**config.mk**
```make
export PLATFORM = sky130hd
export DESIGN_NAME = cla_multibyte_sequencer
export DESIGN_NICKNAME = d
export VERILOG_FILES = /design/src/rtl/cla_multibyte_sequencer.sv
export SDC_FILE = /design/constraint.sdc
export NUM_CORES = 1
export LEC_CHECK = 0
export ABC_AREA = 0
export CAP_MARGIN = 40
export CELL_PAD_IN_SITES_DETAIL_PLACEMENT = 0
export CELL_PAD_IN_SITES_GLOBAL_PLACEMENT = 2
export CORE_UTILIZATION = 26
export DETAILED_ROUTE_END_ITERATION = 12
export PLACE_DENSITY = 0.87
export SLEW_MARGIN = 10
export SYNTH_ARGS = -nofsm -noshare
export SYNTH_HDL_FRONTEND = slang
export SYNTH_SLANG_ARGS = --single-unit
```
**constraint.sdc**
```tcl
create_clock -name clk -period 1.71 [get_ports clk]
set_clock_uncertainty 0.05 [all_clocks]
set_input_delay 0.4275 -clock clk [delete_from_list [all_inputs] [get_ports clk]]
set_output_delay 0.4275 -clock clk [all_outputs]
set_load 0.02 [all_outputs]
```
**src/rtl/cla_multibyte_sequencer.sv**
```systemverilog
// cla_multibyte_sequencer: byte-serial wide add/sub through one shared
// external 8-bit carry-lookahead adder, least-significant byte first.
//
// Ports:
//   clk, rst       clock, synchronous active-high reset
//   start, sub     request (sampled in IDLE) and op select (0 add, 1 sub)
//   a, b           operands, latched on accepted start
//   busy, done     busy in RUN/DONE, done is a one-cycle pulse
//   sum, cout, ovf result, carry-out (sub: 1 = no borrow), signed overflow
//   add_a, add_b   operand bytes to the external adder
//   add_cin        carry into the external adder
//   add_s          adder sum byte (combinational)
//   add_c7, add_c6 adder carries out of bit 7 and bit 6
module cla_multibyte_sequencer #(
  parameter int NBYTES = 4
) (
  input  logic                  clk,
  input  logic                  rst,
  input  logic                  start,
  input  logic                  sub,
  input  logic [8*NBYTES-1:0]   a,
  input  logic [8*NBYTES-1:0]   b,
  output logic                  busy,
  output logic                  done,
  output logic [8*NBYTES-1:0]   sum,
  output logic                  cout,
  output logic                  ovf,
  output logic [7:0]            add_a,
  output logic [7:0]            add_b,
  output logic                  add_cin,
  input  logic [7:0]            add_s,
  input  logic                  add_c7,
  input  logic                  add_c6
);

  localparam int W  = 8 * NBYTES;
  localparam int IW = (NBYTES > 1) ? $clog2(NBYTES) : 1;
  localparam logic [IW-1:0] LAST = IW'(NBYTES - 1);

  typedef enum logic [1:0] {
    IDLE = 2'd0,
    RUN  = 2'd1,
    DONE = 2'd2
  } state_e;

  state_e          state_q, state_d;
  logic [W-1:0]    a_q, a_d;
  logic [W-1:0]    b_q, b_d;
  logic [W-1:0]    sum_q, sum_d;
  logic [IW-1:0]   idx_q, idx_d;
  logic            carry_q, carry_d;
  logic            cout_q, cout_d;
  logic            ovf_q, ovf_d;

  logic [7:0]      a_byte;
  logic [7:0]      b_byte;
  logic            last_byte;

  assign last_byte = (idx_q == LAST);

  // State register and datapath flops
  always_ff @(posedge clk) begin
    if (rst) begin
      state_q <= IDLE;
      a_q     <= '0;
      b_q     <= '0;
      sum_q   <= '0;
      idx_q   <= '0;
      carry_q <= 1'b0;
      cout_q  <= 1'b0;
      ovf_q   <= 1'b0;
    end else begin
      state_q <= state_d;
      a_q     <= a_d;
      b_q     <= b_d;
      sum_q   <= sum_d;
      idx_q   <= idx_d;
      carry_q <= carry_d;
      cout_q  <= cout_d;
      ovf_q   <= ovf_d;
    end
  end

  // Next-state logic
  always_comb begin
    state_d = state_q;
    unique case (state_q)
      IDLE:    if (start) state_d = RUN;
      RUN:     if (last_byte) state_d = DONE;
      DONE:    state_d = IDLE;
      default: state_d = IDLE;
    endcase
  end

  // Byte select of the latched operands for the current pass
  always_comb begin
    a_byte = '0;
    b_byte = '0;
    for (int i = 0; i < NBYTES; i++) begin
      if (idx_q == IW'(i)) begin
        a_byte = a_q[i*8 +: 8];
        b_byte = b_q[i*8 +: 8];
      end
    end
  end

  // Datapath next values
  always_comb begin
    a_d     = a_q;
    b_d     = b_q;
    sum_d   = sum_q;
    idx_d   = idx_q;
    carry_d = carry_q;
    cout_d  = cout_q;
    ovf_d   = ovf_q;
    unique case (state_q)
      IDLE: begin
        if (start) begin
          a_d     = a;
          // B is stored pre-inverted for subtract; the +1 of
          // two's complement enters as the first carry-in.
          b_d     = sub ? ~b : b;
          carry_d = sub;
          idx_d   = '0;
          sum_d   = '0;
          cout_d  = 1'b0;
          ovf_d   = 1'b0;
        end
      end
      RUN: begin
        for (int i = 0; i < NBYTES; i++) begin
          if (idx_q == IW'(i)) sum_d[i*8 +: 8] = add_s;
        end
        carry_d = add_c7;
        if (last_byte) begin
          cout_d = add_c7;
          ovf_d  = add_c7 ^ add_c6;
        end else begin
          idx_d = idx_q + IW'(1);
        end
      end
      default: ;
    endcase
  end

  // Outputs
  always_comb begin
    busy    = 1'b0;
    done    = 1'b0;
    add_a   = '0;
    add_b   = '0;
    add_cin = 1'b0;
    unique case (state_q)
      RUN: begin
        busy    = 1'b1;
        add_a   = a_byte;
        add_b   = b_byte;
        add_cin = carry_q;
      end
      DONE: begin
        busy = 1'b1;
        done = 1'b1;
      end
      default: ;
    endcase
  end

  assign sum  = sum_q;
  assign cout = cout_q;
  assign ovf  = ovf_q;

endmodule

```
### Word level (Yosys, flattened, before mapping)

Index checks and enable logic that the tools add are counted.

| word-level totals | value |
|---|---|
| register bits | 103 |
| bits of input ports | 78 |
| logic and storage cells | 70 |

| operators by class | value |
|---|---|
| $add $sub $neg | 1 |
| eq/ne operators | 11 |
| mux-type cells | 33 |
| bitwise operators | 2 |
| reductions and logical operators | 12 |

Operator list:

| cell | count |
|---|---|
| $mux W8 | 14 |
| $mux W32 | 2 |
| $pmux W32 S2 | 1 |
| $not A32 Y32 | 1 |
| $reduce_and A3 Y1 | 5 |
| $ne A2 B2 Y1 const B | 6 |
| $mux W2 | 4 |
| $pmux W2 S2 | 2 |
| $mux W1 | 7 |
| $eq A2 B2 Y1 const B | 3 |
| $pmux W1 S2 | 3 |
| $reduce_and A2 Y1 | 3 |
| $eq A2 B1 Y1 const B | 2 |
| $logic_not A2 Y1 | 2 |
| $add A2 B1 Y2 const B | 1 |
| $reduce_bool A2 Y1 | 1 |
| $reduce_or A2 Y1 | 1 |
| $xor A1 B1 Y1 | 1 |

### Longest topological paths before layout

| depth | value |
|---|---|
| word-level depth | 6 |
| depth in mapped cells | 8 |
| gate-level depth less buffers | 5 |

### Worst setup path before layout

Ideal clock, no wire load.

| timing | value |
|---|---|
| path kind | register -> output |
| from | register state_q[1] |
| to | output port add_b[2] |
| arrival time | 1.600 ns |
| data required time | 1.232 ns |
| slack | -0.367 ns |
| stages on the path, launching flop included | 9 |
| path buffers | 3 |
| cell sequence | dfxtp_1 inv_1 ha_1 buf_6 and2b_1 buf_4 buf_2 o21ai_0 o21ai_0 |

| between the ends | value |
|---|---|
| cells in the longest elaborated chain, start to end | 2 |

Ends and longest elaborated chain:

| element | RTL line | source |
|---|---|---|
| from (decl) | 46 | `state_e state_q, state_d;` |
| from (signal assigned) | 73 | `state_q <= state_d;` |
| $eq A2 B1 Y1 | 153 | `unique case (state_q)` |
| $mux W8 | 153 |  |
| to (decl) | 29 | `output logic [7:0] add_b,` |

No other way between the ends.

### Worst setup path in the final report

| timing | value |
|---|---|
| from | register idx_q[0] |
| to | output port add_a[5] |

| between the ends | value |
|---|---|
| cells in the longest elaborated chain, start to end | 6 |
| elaborated cells between the ends (all ways) | 9 |
| those cells by class | eq/ne (3); mux (5); reduce/logical (1) |

Ends and longest elaborated chain:

| element | RTL line | source |
|---|---|---|
| from (decl) | 50 | `logic [IW-1:0] idx_q, idx_d;` |
| from (signal assigned) | 77 | `idx_q <= idx_d;` |
| $logic_not A2 Y1 | 100 | `if (idx_q == IW'(i)) begin` |
| $mux W8 (3 in a row) | 100 |  |
| $mux W8 * | 100 |  |
| $mux W8 * | 153 |  |
| to (decl) | 28 | `output logic [7:0] add_a,` |

Every way passes the cells marked *; elsewhere a longest branch is shown, timed or not.

==> results by group <==
Clocking
  • Clock transition at the registers of the reported paths: about 0.07 ns
  • # clock sinks: 103
  • CTS root buf: clkbuf_16
  • CTS Buf Count: 9
  • Clock Tree Buf Depth: 2
  • Clk Latency, worst-skew pair: 0.35 ns
  • H-tree depth: 3
  • CTS tree: built

Setup path
  • CP arrival: 1.82 ns
  • Crit path kind: reg -> out
  • Worst Path Required: 1.23 ns
  • CP Max Fanout: 7
  • R2R depth: 7
  • Crit path capture type: output pin
  • Startpoint Class: flip-flop

Logic synthesis
  • Top cell type's share of synthesized area: around two fifths
  • Mapped Cells: 536
  • Yosys warns: 0
  • Post-Syn Area: between 4000 and 5000 sq um
  • #FFs+latches synth: 103
  • Largest area contributor in the netlist: dfxtp_1
  • Netlist cell types: 35
  • Sequential area share after synthesis: 41.9%
  • Top cells by area, synth: dfxtp_1, a211oi_2, xnor2_1, mux2i_1, nand2_1
  • Post-synth net total: 622
  • Number of flops mapped to enable cells by yosys: 0
  • Main synth FF type: dfxtp_1
  • Post-Syn Area per Cell: 9.18 sq um
  • Async SR Flop Fraction: 0%

Placed design
  • Gpl congestion: 0.793
  • Setup slack at placement: -0.706 ns
  • # port buffers: 130
  • DP HPWL: roughly 11 mm

Power and ir drop
  • Total Power: roughly 6.8 mW
  • Maximum VDD drop: 0.461 mV
  • Switching Fraction: between 20 and 30%
  • Lkg Pwr: 2.91 nW
  • Seq pwr share: 40.3%
  • Int Pwr: 4.78 mW
  • Clock power share: 31.6%
  • Net Switching: 2.01 mW
  • Logic gate share of total power: 28.1%
  • Pwr dens: roughly 900 nW/um^2

Die
  • Die span in x: around 140 microns
  • Initial Util: around 27%
  • Core area: between 15000 and 20000 sq um
  • Num rows: 49
  • Io pins: 131
  • Die Span Y: 140 microns
  • Die area: 19500 sq um

Layout
  • Number of fillers in the final layout: between 1500 and 2000
  • Antenna cells: 0
  • Layout cells sized above 1: 27.5%
  • Final nets: approximately 770
  • Commonest non-fill, non-tap cells in the layout: dfxtp_1, clkdlybuf4s50_1, nand2_1
  • Most common cell after layout, fill and taps aside: dfxtp_1
  • Area grow syn2layout: 52.8%

Flow run
  • Max-cap violations: 0

Min path
  • Worst min path class: reg -> reg
  • Hold Path Stages: 2

Global routing
  • Number of global-route vias before repair: approximately 4500
  • Initial antenna violation count: 0
  • First-pass GRT wire length: 23.5 mm
  • Largest net degree at the start of global routing: 44
  • Total congestion overflow: 0
  • Total track usage: between 10% and 20%

Route
  • Drt first pass iters: 4
  • Initial DRC count: ~160
  • WL/cell: between 15 and 20 microns
  • Vias per cell: 4.76
  • Remaining antenna violation count: 0
  • Total Wirelength: 14.7 mm
  • Total number of vias: 4383
  • Drt drc: 0

Timing
  • Setup Viol. Count Final: 17
  • Setup ws final: -0.590 ns
  • Final worst path period need: about 2.3 ns
  • Rel. slew slack: ~80%
  • Pins over their slew limit: 0
  • Setup TNS: -8.41 ns
  • Part of the cycle the worst path needs: 134%
  • RSZ-0062 raised after global routing: yes
  • Least-Margin Pin Slew: 0.298 ns
  • Hold Slack: approximately 0.42 ns
  • Final Hold Violating Endpoints: 0
  • Fmax: 0.435 GHz

Status
  • Status: finished, violations left
  • Failing checks: negative setup slack
through the flow:
| step | instances | util [%] | instance area (sq um) |
|---|---|---|---|
| 6_report | 921 | 41.1 | 7520 |
| 5_1_grt | 921 | 41.1 | 7520 |
| 4_1_cts | 921 | 41.0 | 7490 |
| 3_5_place_dp | 904 | 38.2 | 6970 |
| 3_3_place_gp | 904 | 38.2 | 6970 |
| 2_1_floorplan | 536 | - | 5110 |
path summary, 6_finish.rpt:
kind | startpoint | end | slack [ns]
min | a_q[24] | a_q[24] | 0.42
min reg2reg | a_q[24] | a_q[24] | 0.42
max | idx_q[0] | add_a[5] | -0.59
max reg2reg | state_q[1] | sum[14] | 0.10
sequential cells by signal (all words and copies together), names as in the netlist:
signal	count
carry_q	1
state_q	2
b_q	32
sum	32
cout	1
idx_q	2
a_q	32
ovf	1
what timing repair did:
| item | 4_1_cts | 5_1_grt |
|---|---|---|
| endpoints found under the hold margin | 0 | 0 |
| gates cloned | 2 | 0 |
| endpoints found under the setup margin | 64 | 25 |
| hold buffers | 0 | 0 |
| setup buffers | 2 | 3 |
| gates resized for setup | 174 | 14 |
| pin swaps | 8 | 6 |
power groups by stage:
stage	sequential (mW)	combinational [mW]	clock, mW
after CTS	2.73	1.92	2.21
after floorplan	2.78	1.03	0
after detailed placement	2.77	1.79	0
after global placement	2.76	1.75	0
after global routing	2.76	2.05	2.30
final	2.74	1.91	2.14
per-layer routing:
metal | global-route usage (%) | up-vias | share of wire [%]
li1 | - | 2166 | -
met1 | 19.6 | 2082 | 47
met2 | 25.2 | 118 | 47
met3 | 3.13 | 17 | 4.5
met4 | 5.78 | 0 | 1.7
met5 | 0 | - | 0
cell usage after synthesis (10+ instances only):
master / number
mux2i_1: 26
nand2_1: 67
nand3_1: 20
dfxtp_1: 103
a221oi_1: 16
clkbuf_1: 15
o21ai_0: 39
o21ai_1: 11
nor2_1: 33
a21oi_1: 26
buf_2: 15
a21oi_2: 10
nand2b_1: 26
a211oi_2: 30
xnor2_1: 32
area by class of cell:
| type | instances | area, sq um | share of cell area (%) |
|---|---|---|---|
| Clock buffer | 11 | 254 | 3.38 |
| Clock inverter | 4 | 52.6 | 0.699 |
| Inverter | 6 | 25.0 | 0.333 |
| Multi-Input combinational cell | 380 | 2900 | 38.6 |
| Sequential cell | 103 | 2070 | 27.6 |
| Tap cell | 229 | 287 | 3.81 |
| Timing Repair Buffer | 188 | 1920 | 25.6 |
logic make-up after synthesis:
kind of cell | count (synthesis) | synth area share, %
muxes | 27 | 5.60
xor gates and xnor gates | 33 | 5.87
adders and majority gates | 8 | 2.03
buffers and inverters | 53 | 6.28
AOI/OAI and AO/OA | 142 | 22.0
and+or+nand+nor | 170 | 16.3
DFF | 103 | 41.9
critical path: stages (launching register included):
cell and delay (ns):
dfxtp_4 0.39, inv_4 0.05, ha_4 0.15, nor2b_4 0.14
buf_12 0.14, buf_12 0.13, a221oi_4 0.23, o21ai_2 0.09
buf_6 0.14
Power figures use the tool's default switching activity.
